## config.mk

```make
export PLATFORM = sky130hd
export DESIGN_NAME = pipelined_adder_reg_to_reg
export DESIGN_NICKNAME = d
export VERILOG_FILES = /design/src/rtl/pipelined_adder_reg_to_reg.sv
export SDC_FILE = /design/constraint.sdc
export NUM_CORES = 1
export LEC_CHECK = 0
export BUFFER_PORTS_ARGS = -buffer_cell sky130_fd_sc_hd__buf_2
export CORE_ASPECT_RATIO = 0.6
export CORE_MARGIN = 1.5
export CORE_UTILIZATION = 45
export DETAILED_ROUTE_END_ITERATION = 7
export GPL_ROUTABILITY_DRIVEN = 0
export SETUP_SLACK_MARGIN = 0.3
export SKIP_CTS_REPAIR_TIMING = 1
export SLEW_MARGIN = 5
export SYNTH_ARGS = -nofsm -noshare
export SYNTH_HDL_FRONTEND = slang
export SYNTH_SLANG_ARGS = --single-unit
```

## constraint.sdc

```tcl
create_clock -name clk -period 4 [get_ports clk]
set_input_delay 0.6 -clock clk [delete_from_list [all_inputs] [get_ports clk]]
set_output_delay 0.6 -clock clk [all_outputs]
set_load 0.02 [all_outputs]
```

## src/rtl/pipelined_adder_reg_to_reg.sv

```systemverilog
// -----------------------------------------------------------------------------
// pipelined_adder_reg_to_reg
//
// WIDTH-bit add/subtract with a registered operand stage and a carry chain cut
// into STAGES pipeline slices. Valid/ready handshakes on both sides; when the
// output is held, the whole pipeline stalls. No bubbles are removed.
//
// Pipeline: input register (stage 0) -> STAGES slice registers -> output
// register. A beat that is never stalled has a latency of STAGES+1 cycles.
//
// Parameters
//   WIDTH   operand/result width (>= 2)
//   STAGES  number of carry-chain slices (1..WIDTH, WIDTH % STAGES == 0)
//
// Ports
//   clk        rising-edge clock
//   rst        asynchronous active-low reset
//   in_valid   operand beat valid
//   in_ready   beat accepted this cycle when in_valid is also high
//   a_in       operand A
//   b_in       operand B
//   sub_in     0: A + B + cin_in, 1: A - B
//   cin_in     carry-in, add mode only
//   out_valid  result beat valid
//   out_ready  downstream accepts the result
//   sum_out    result modulo 2^WIDTH
//   carry_out  carry out of the MSB (in sub mode 1 = no borrow)
//   ovf_out    signed overflow, present only when ADDER_OVF_FLAG_EN is defined
//
// Build option
//   ADDER_OVF_FLAG_EN  adds ovf_out and its output register bit.
// -----------------------------------------------------------------------------
module pipelined_adder_reg_to_reg #(
    parameter int WIDTH  = 16,
    parameter int STAGES = 4
) (
    input  logic             clk,
    input  logic             rst,
    input  logic             in_valid,
    output logic             in_ready,
    input  logic [WIDTH-1:0] a_in,
    input  logic [WIDTH-1:0] b_in,
    input  logic             sub_in,
    input  logic             cin_in,
    output logic             out_valid,
    input  logic             out_ready,
    output logic [WIDTH-1:0] sum_out,
    output logic             carry_out
`ifdef ADDER_OVF_FLAG_EN
    ,
    output logic             ovf_out
`endif
);

    localparam int SW = WIDTH / STAGES;  // bits per slice

    if (WIDTH < 2 || STAGES < 1 || STAGES > WIDTH || (WIDTH % STAGES) != 0) begin : g_param_check
        $error("pipelined_adder_reg_to_reg: illegal WIDTH=%0d / STAGES=%0d", WIDTH, STAGES);
    end

    // Pipeline stage k (0..STAGES) carries the operands, the result bits
    // already produced by slices below k, and the carry into slice k.
    logic [WIDTH-1:0] a_q [0:STAGES];
    logic [WIDTH-1:0] a_d [0:STAGES];
    logic [WIDTH-1:0] b_q [0:STAGES];
    logic [WIDTH-1:0] b_d [0:STAGES];
    logic [WIDTH-1:0] r_q [0:STAGES];
    logic [WIDTH-1:0] r_d [0:STAGES];
    logic [STAGES:0]  c_q;
    logic [STAGES:0]  c_d;
    logic [STAGES:0]  valid_q;
    logic [STAGES:0]  valid_d;
    logic [SW:0]      slice;

    logic             out_valid_q;
    logic [WIDTH-1:0] sum_q;
    logic [WIDTH-1:0] sum_d;
    logic             carry_q;
    logic             carry_d;
`ifdef ADDER_OVF_FLAG_EN
    logic             ovf_q;
    logic             ovf_d;
`endif

    logic advance;

    // A full output register that is not being consumed freezes everything.
    assign advance  = !out_valid_q | out_ready;
    assign in_ready = advance;

    // NOTE: every variable written here gets a value before any conditional
    // or loop touches it, so no path leaves a signal unassigned (no latch).
    always_comb begin
        slice   = '0;
        valid_d = {valid_q[STAGES-1:0], in_valid};

        // Stage 0: subtraction is A + ~B + 1, so fold the inversion and the
        // forced carry-in into the input register.
        a_d[0] = a_in;
        b_d[0] = sub_in ? ~b_in : b_in;
        c_d[0] = sub_in ? 1'b1 : cin_in;
        r_d[0] = '0;

        for (int k = 0; k < STAGES; k++) begin
            // SW+1 bits wide so the slice carry is kept, never truncated.
            slice = {1'b0, a_q[k][k*SW +: SW]}
                  + {1'b0, b_q[k][k*SW +: SW]}
                  + {{SW{1'b0}}, c_q[k]};
            a_d[k+1]             = a_q[k];
            b_d[k+1]             = b_q[k];
            r_d[k+1]             = r_q[k];
            r_d[k+1][k*SW +: SW] = slice[SW-1:0];
            c_d[k+1]             = slice[SW];
        end

        sum_d   = r_q[STAGES];
        carry_d = c_q[STAGES];
`ifdef ADDER_OVF_FLAG_EN
        // Operands of equal sign producing a result of the other sign.
        ovf_d   = (a_q[STAGES][WIDTH-1] == b_q[STAGES][WIDTH-1])
                & (r_q[STAGES][WIDTH-1] != a_q[STAGES][WIDTH-1]);
`endif
    end

    // NOTE: the datapath registers have no reset. Their contents only matter
    // when the matching valid bit is set, and the valid bits are reset.
    always_ff @(posedge clk) begin
        if (advance) begin
            a_q <= a_d;
            b_q <= b_d;
            r_q <= r_d;
            c_q <= c_d;
        end
    end

    // NOTE: sequential state is updated with non-blocking assignments only,
    // so every register samples values from before the clock edge.
    always_ff @(posedge clk or negedge rst) begin
        if (!rst) begin
            valid_q     <= '0;
            out_valid_q <= 1'b0;
            sum_q       <= '0;
            carry_q     <= 1'b0;
`ifdef ADDER_OVF_FLAG_EN
            ovf_q       <= 1'b0;
`endif
        end else if (advance) begin
            valid_q     <= valid_d;
            out_valid_q <= valid_q[STAGES];
            // Load results only for real beats so a drained output keeps its
            // last value instead of picking up stale pipeline contents.
            if (valid_q[STAGES]) begin
                sum_q   <= sum_d;
                carry_q <= carry_d;
`ifdef ADDER_OVF_FLAG_EN
                ovf_q   <= ovf_d;
`endif
            end
        end
    end

    assign out_valid = out_valid_q;
    assign sum_out   = sum_q;
    assign carry_out = carry_q;
`ifdef ADDER_OVF_FLAG_EN
    assign ovf_out   = ovf_q;
`endif

endmodule

```

After elaboration in Yosys (flattened, before gate mapping)

Index checks and enable logic that the tools add are counted.
Widths: inputs -> output; s select.

Add/subtract/negate cells: 8
Mux-type cells: 1
Bitwise logic cells: 2
Reductions and logical operators: 2

Operator list:

| kind             | number |
|---|---|
| $add 4x4->5      | 4 |
| $add 5x1->5      | 4 |
| $mux 16          | 1 |
| $not 16->16      | 1 |
| $reduce_and 2->1 | 1 |
| $logic_not 1->1  | 1 |
| $or 1x1->1       | 1 |

Bits in registers: 196
Input bits: 38
Output and inout port bits: 19

Longest topological paths before layout

Depth in word-level cells: 3
Mapped depth: 6
Depth with buffers taken out: 6

Worst setup path before layout

No wires, ideal clock.

Path type: input-to-reg
From: input out_ready
To: register sum_q[10], in the netlist sum_out[10]
Library setup time: 0.125 ns
Data arrival time: 1.737 ns
Data required time: 3.875 ns
Setup slack: 2.138 ns
Stages on the path: 5
Buffers on the path: 2
Cells stage by stage: nand2b_4 > buf_12 > nand2_8 > buf_12 > mux2_4

Word-level cells in the longest chain between the ends: 2

Ends and longest elaborated chain:

| element                           | RTL line | RTL |
|---|---|---|
| start, declared                   | 46       | `input logic out_ready,` |
| $or 1x1->1                        | 88       | `assign advance = !out_valid_q \| out_ready;` |
| net in_ready                      | 40       | `output logic in_ready,` |
| $reduce_and 2->1 (no source line) | --       |  |
| end signal, assigned              | 153      | `sum_q <= sum_d;` |
| end, declared                     | 76       | `logic [WIDTH-1:0] sum_q;` |

The timed path passes the listed nets, and every way through them passes these cells.
A chain may end at the register's enable or synchronous reset.

Final worst setup path

From: register out_valid_q, in the netlist out_valid
To: output in_ready

Word-level cells in the longest chain between the ends: 2

Ends and longest elaborated chain:

| element                | RTL line | RTL |
|---|---|---|
| start, declared        | 75       | `logic out_valid_q;` |
| start signal, assigned | 149      | `out_valid_q <= valid_q[STAGES];` |
| $logic_not 1->1        | 88       |  |
| $or 1x1->1             | 88       |  |
| end, declared          | 40       |  |

No other way between the ends.

==> out/qor.txt <==
syn nets - 311
Pwr Density - 791.9 nW/µm²
leak pwr - 2.543 nW
core area - 11490 µm²
skew final - 4.598 ps
Setup TNS - 0 ps
Tightest Pin Transition - 556.6 ps
DRC viols - 0
critical path peak fanout - 27
Reg clk slew, reported paths - 60 ps
TritonCTS Buffers - 17
Yosys top cell area share - 69.54%
Power Total - 5.043 mW
post-route cell area - 6369 µm²
CP Capture Type - primary output
Clock Tree Root - clkbuf_16
Final Routed Wirelength - 6224 µm
cell taking the most area after synthesis - edfxtp_1
Post-Synthesis Mean Instance Area - 21.33 µm²
DIE AREA - 12680 µm²
GRT Util Overall - 11.34%
crit-path max cell delay - 400 ps
CP Cell Sequence - nand2b_4 > buf_2
#FFs+latches synth - 148
post-layout min period - 2037 ps
chip height - 87.84 µm
GR Util met3 - 4.757%
Reg area - 4329 µm²
P_sw - 1.292 mW
post-synthesis instance total - 253
clock share of power - 27.5%
register area share after synthesis - 80.20%
initial antenna violation count - 0
Top Ports - 57
yosys warns - 0
post-synthesis cell type count - 21
sw frac - 25.62%
status - finished, final reports clean
Area growth syn-to-layout - 17.99%
Post-DRT Antenna Nets - 0
DR WL/cell - 12.52 µm
Primary FF master, synth - edfxtp_1
CTS Buffer Depth - 2
Hold Path Class - in -> async
Initial DRC Count - 167
Worst-Skew Late Latency - 400 ps
iteration count of the initial detailed-routing pass - 4
M1 GR Usage - 13.64%
critical path type - reg -> out
Worst setup SP type - flop
Arrival @ worst endpoint - 1440 ps
slowest stage cell, crit path - dfrtp_1
layout cells sized above 1 - 32.05%
internal power - 3.751 mW
Initial Util - 46.99%
pin count of the biggest net entering global routing - 108
max cap viols - 0
Combinational Power Share - 20.4%
met2 usage - 17.18%
Final HPWL DP - 3786 µm
Final #Nets - 383
Filler Cell Count - 913
Vias - 2211
placed inst area - 5846 µm²
Setup Viol. Count Final - 0
CTS tree - built
DIE WIDTH - 144.4 µm
EDFF count, synth - 125
WP data required - 3400 ps
ranking of synthesized cells by area - edfxtp_1 (70%), dfrtp_1 (11%), fa_1 (3.0%)
Mapped Area - 5398 µm²
RSZ-0062 raised after global routing - false
Sequential Power Share - 52.0%
first-pass GRT wire length - 9984 µm
Diodes inserted - 0
area occupied by multi-input gates - 970.9 µm²
asr flop ratio synth - 15.54%
row count - 30
clock tree sinks - 148
most frequent cell after synthesis - edfxtp_1
Max-slew headroom - 62.90%
synth cell count leaders - edfxtp_1 (125), dfrtp_1 (23), xor2_1 (17)
maximum vdd drop - 363.9 µV
via/cell ratio - 4.449
GR peak layer - met2
number of global-route vias before repair - 2121
Final Hold Viols - 0
number of port buffers - 56
total grt overflow - 0
Tcrit/Tclk final - 50.92%
fmax - 491.0 MHz
post-route core utilization - 55.45%
CTS H-tree depth - 4
Final Slew Violations - 0
==> layout make-up <==
| type | count | area share (%) |
|---|---|---|
| clock buffers | 18 | 6.739 |
| clock inverters | 13 | 1.473 |
| inverters | 12 | 0.7073 |
| multi-input cells | 89 | 15.25 |
| flip-flops and latches | 148 | 67.98 |
| well taps | 160 | 3.143 |
| repair buffers | 57 | 4.715 |
==> worst paths after layout <==
path / start / cells after the start / to / slack [ps]
min: rst / 1 / sum_out[15] / 170
min reg2reg: a_d[28] / 0 / a_d[12] / 410
max: out_valid / 2 / in_ready / 1960
max reg2reg: a_d[12] / 4 / c_q[4] / 2110
min in group clk: a_in[4] / 1 / a_d[52] / 370
max in group asynchronous: rst / 1 / sum_out[4] / 3480
==> power by group through the flow <==
stage | registers, mW | clock network (mW) | logic (mW)
6_report | 2.62 | 1.39 | 1.03
5_1_grt | 2.68 | 1.50 | 1.16
4_1_cts | 2.63 | 1.43 | 1.05
3_5_place_dp | 2.66 | 0 | 1.05
3_3_place_gp | 2.64 | 0 | 1.02
2_1_floorplan | 2.73 | 0 | 0.692
==> cell usage in the layout, fill, tap and decap left out, types with 2 or more instances in the layout <==
master	count
edfxtp_1	125
buf_2	56
dfrtp_1	23
xor2_1	17
clkbuf_16	17
inv_1	12
mux2_2	12
ha_1	12
mux2_4	10
fa_1	8
xnor2_1	7
a21o_1	6
clkinv_2	5
a21oi_1	4
clkinv_1	4
nor2b_1	3
o21ai_0	3
nand2b_1	3
clkinvlp_4	2
==> flip-flops by register name (all words and copies together) (netlist names), 5 cells and up <==
name and count:
a_d 40, b_d 40, r_d 24, sum_d 16, sum_out 16, c_q 5
valid_q 5
==> logic make-up (layout without fill, tap and decap cells) <==
kind of cell / Yosys count / count (layout) / synth area share (%)
AOI/OAI and AO/OA: 13 / 13 / 1.483
xor gates and xnor gates: 24 / 24 / 3.894
adders and majority gates: 20 / 20 / 5.749
buffers and inverters: 16 / 100 / 1.808
DFF: 148 / 148 / 80.20
muxes: 22 / 22 / 5.285
and+or+nand+nor: 10 / 10 / 1.576
==> worst max-delay path: cells and delay by family (launching register included) <==
| kind | cells | cell delay (ps) |
|---|---|---|
| AND/OR/NAND/NOR | 1 | 330 |
| buffers and inverters | 1 | 290 |
| flip-flops | 1 | 400 |
==> per-stage QoR <==
stage          worst slack [ps]  std cells  hold slack (ps)
2_1_floorplan              2138        253            304.4
5_1_grt                    1877        497            201.5
6_report                   1963        497            168.2
3_5_place_dp               2025        466            404.5
4_1_cts                    1919        497            171.9
3_3_place_gp               2028        466            400.3
==> metal layers <==
layer  share of wire (%)  vias up
li1                    -     1081
met1                  46     1070
met2                  47       49
met3                 4.9       11
met4                 2.2        0
met5                   0        -
Power figures use the tool's default switching activity.
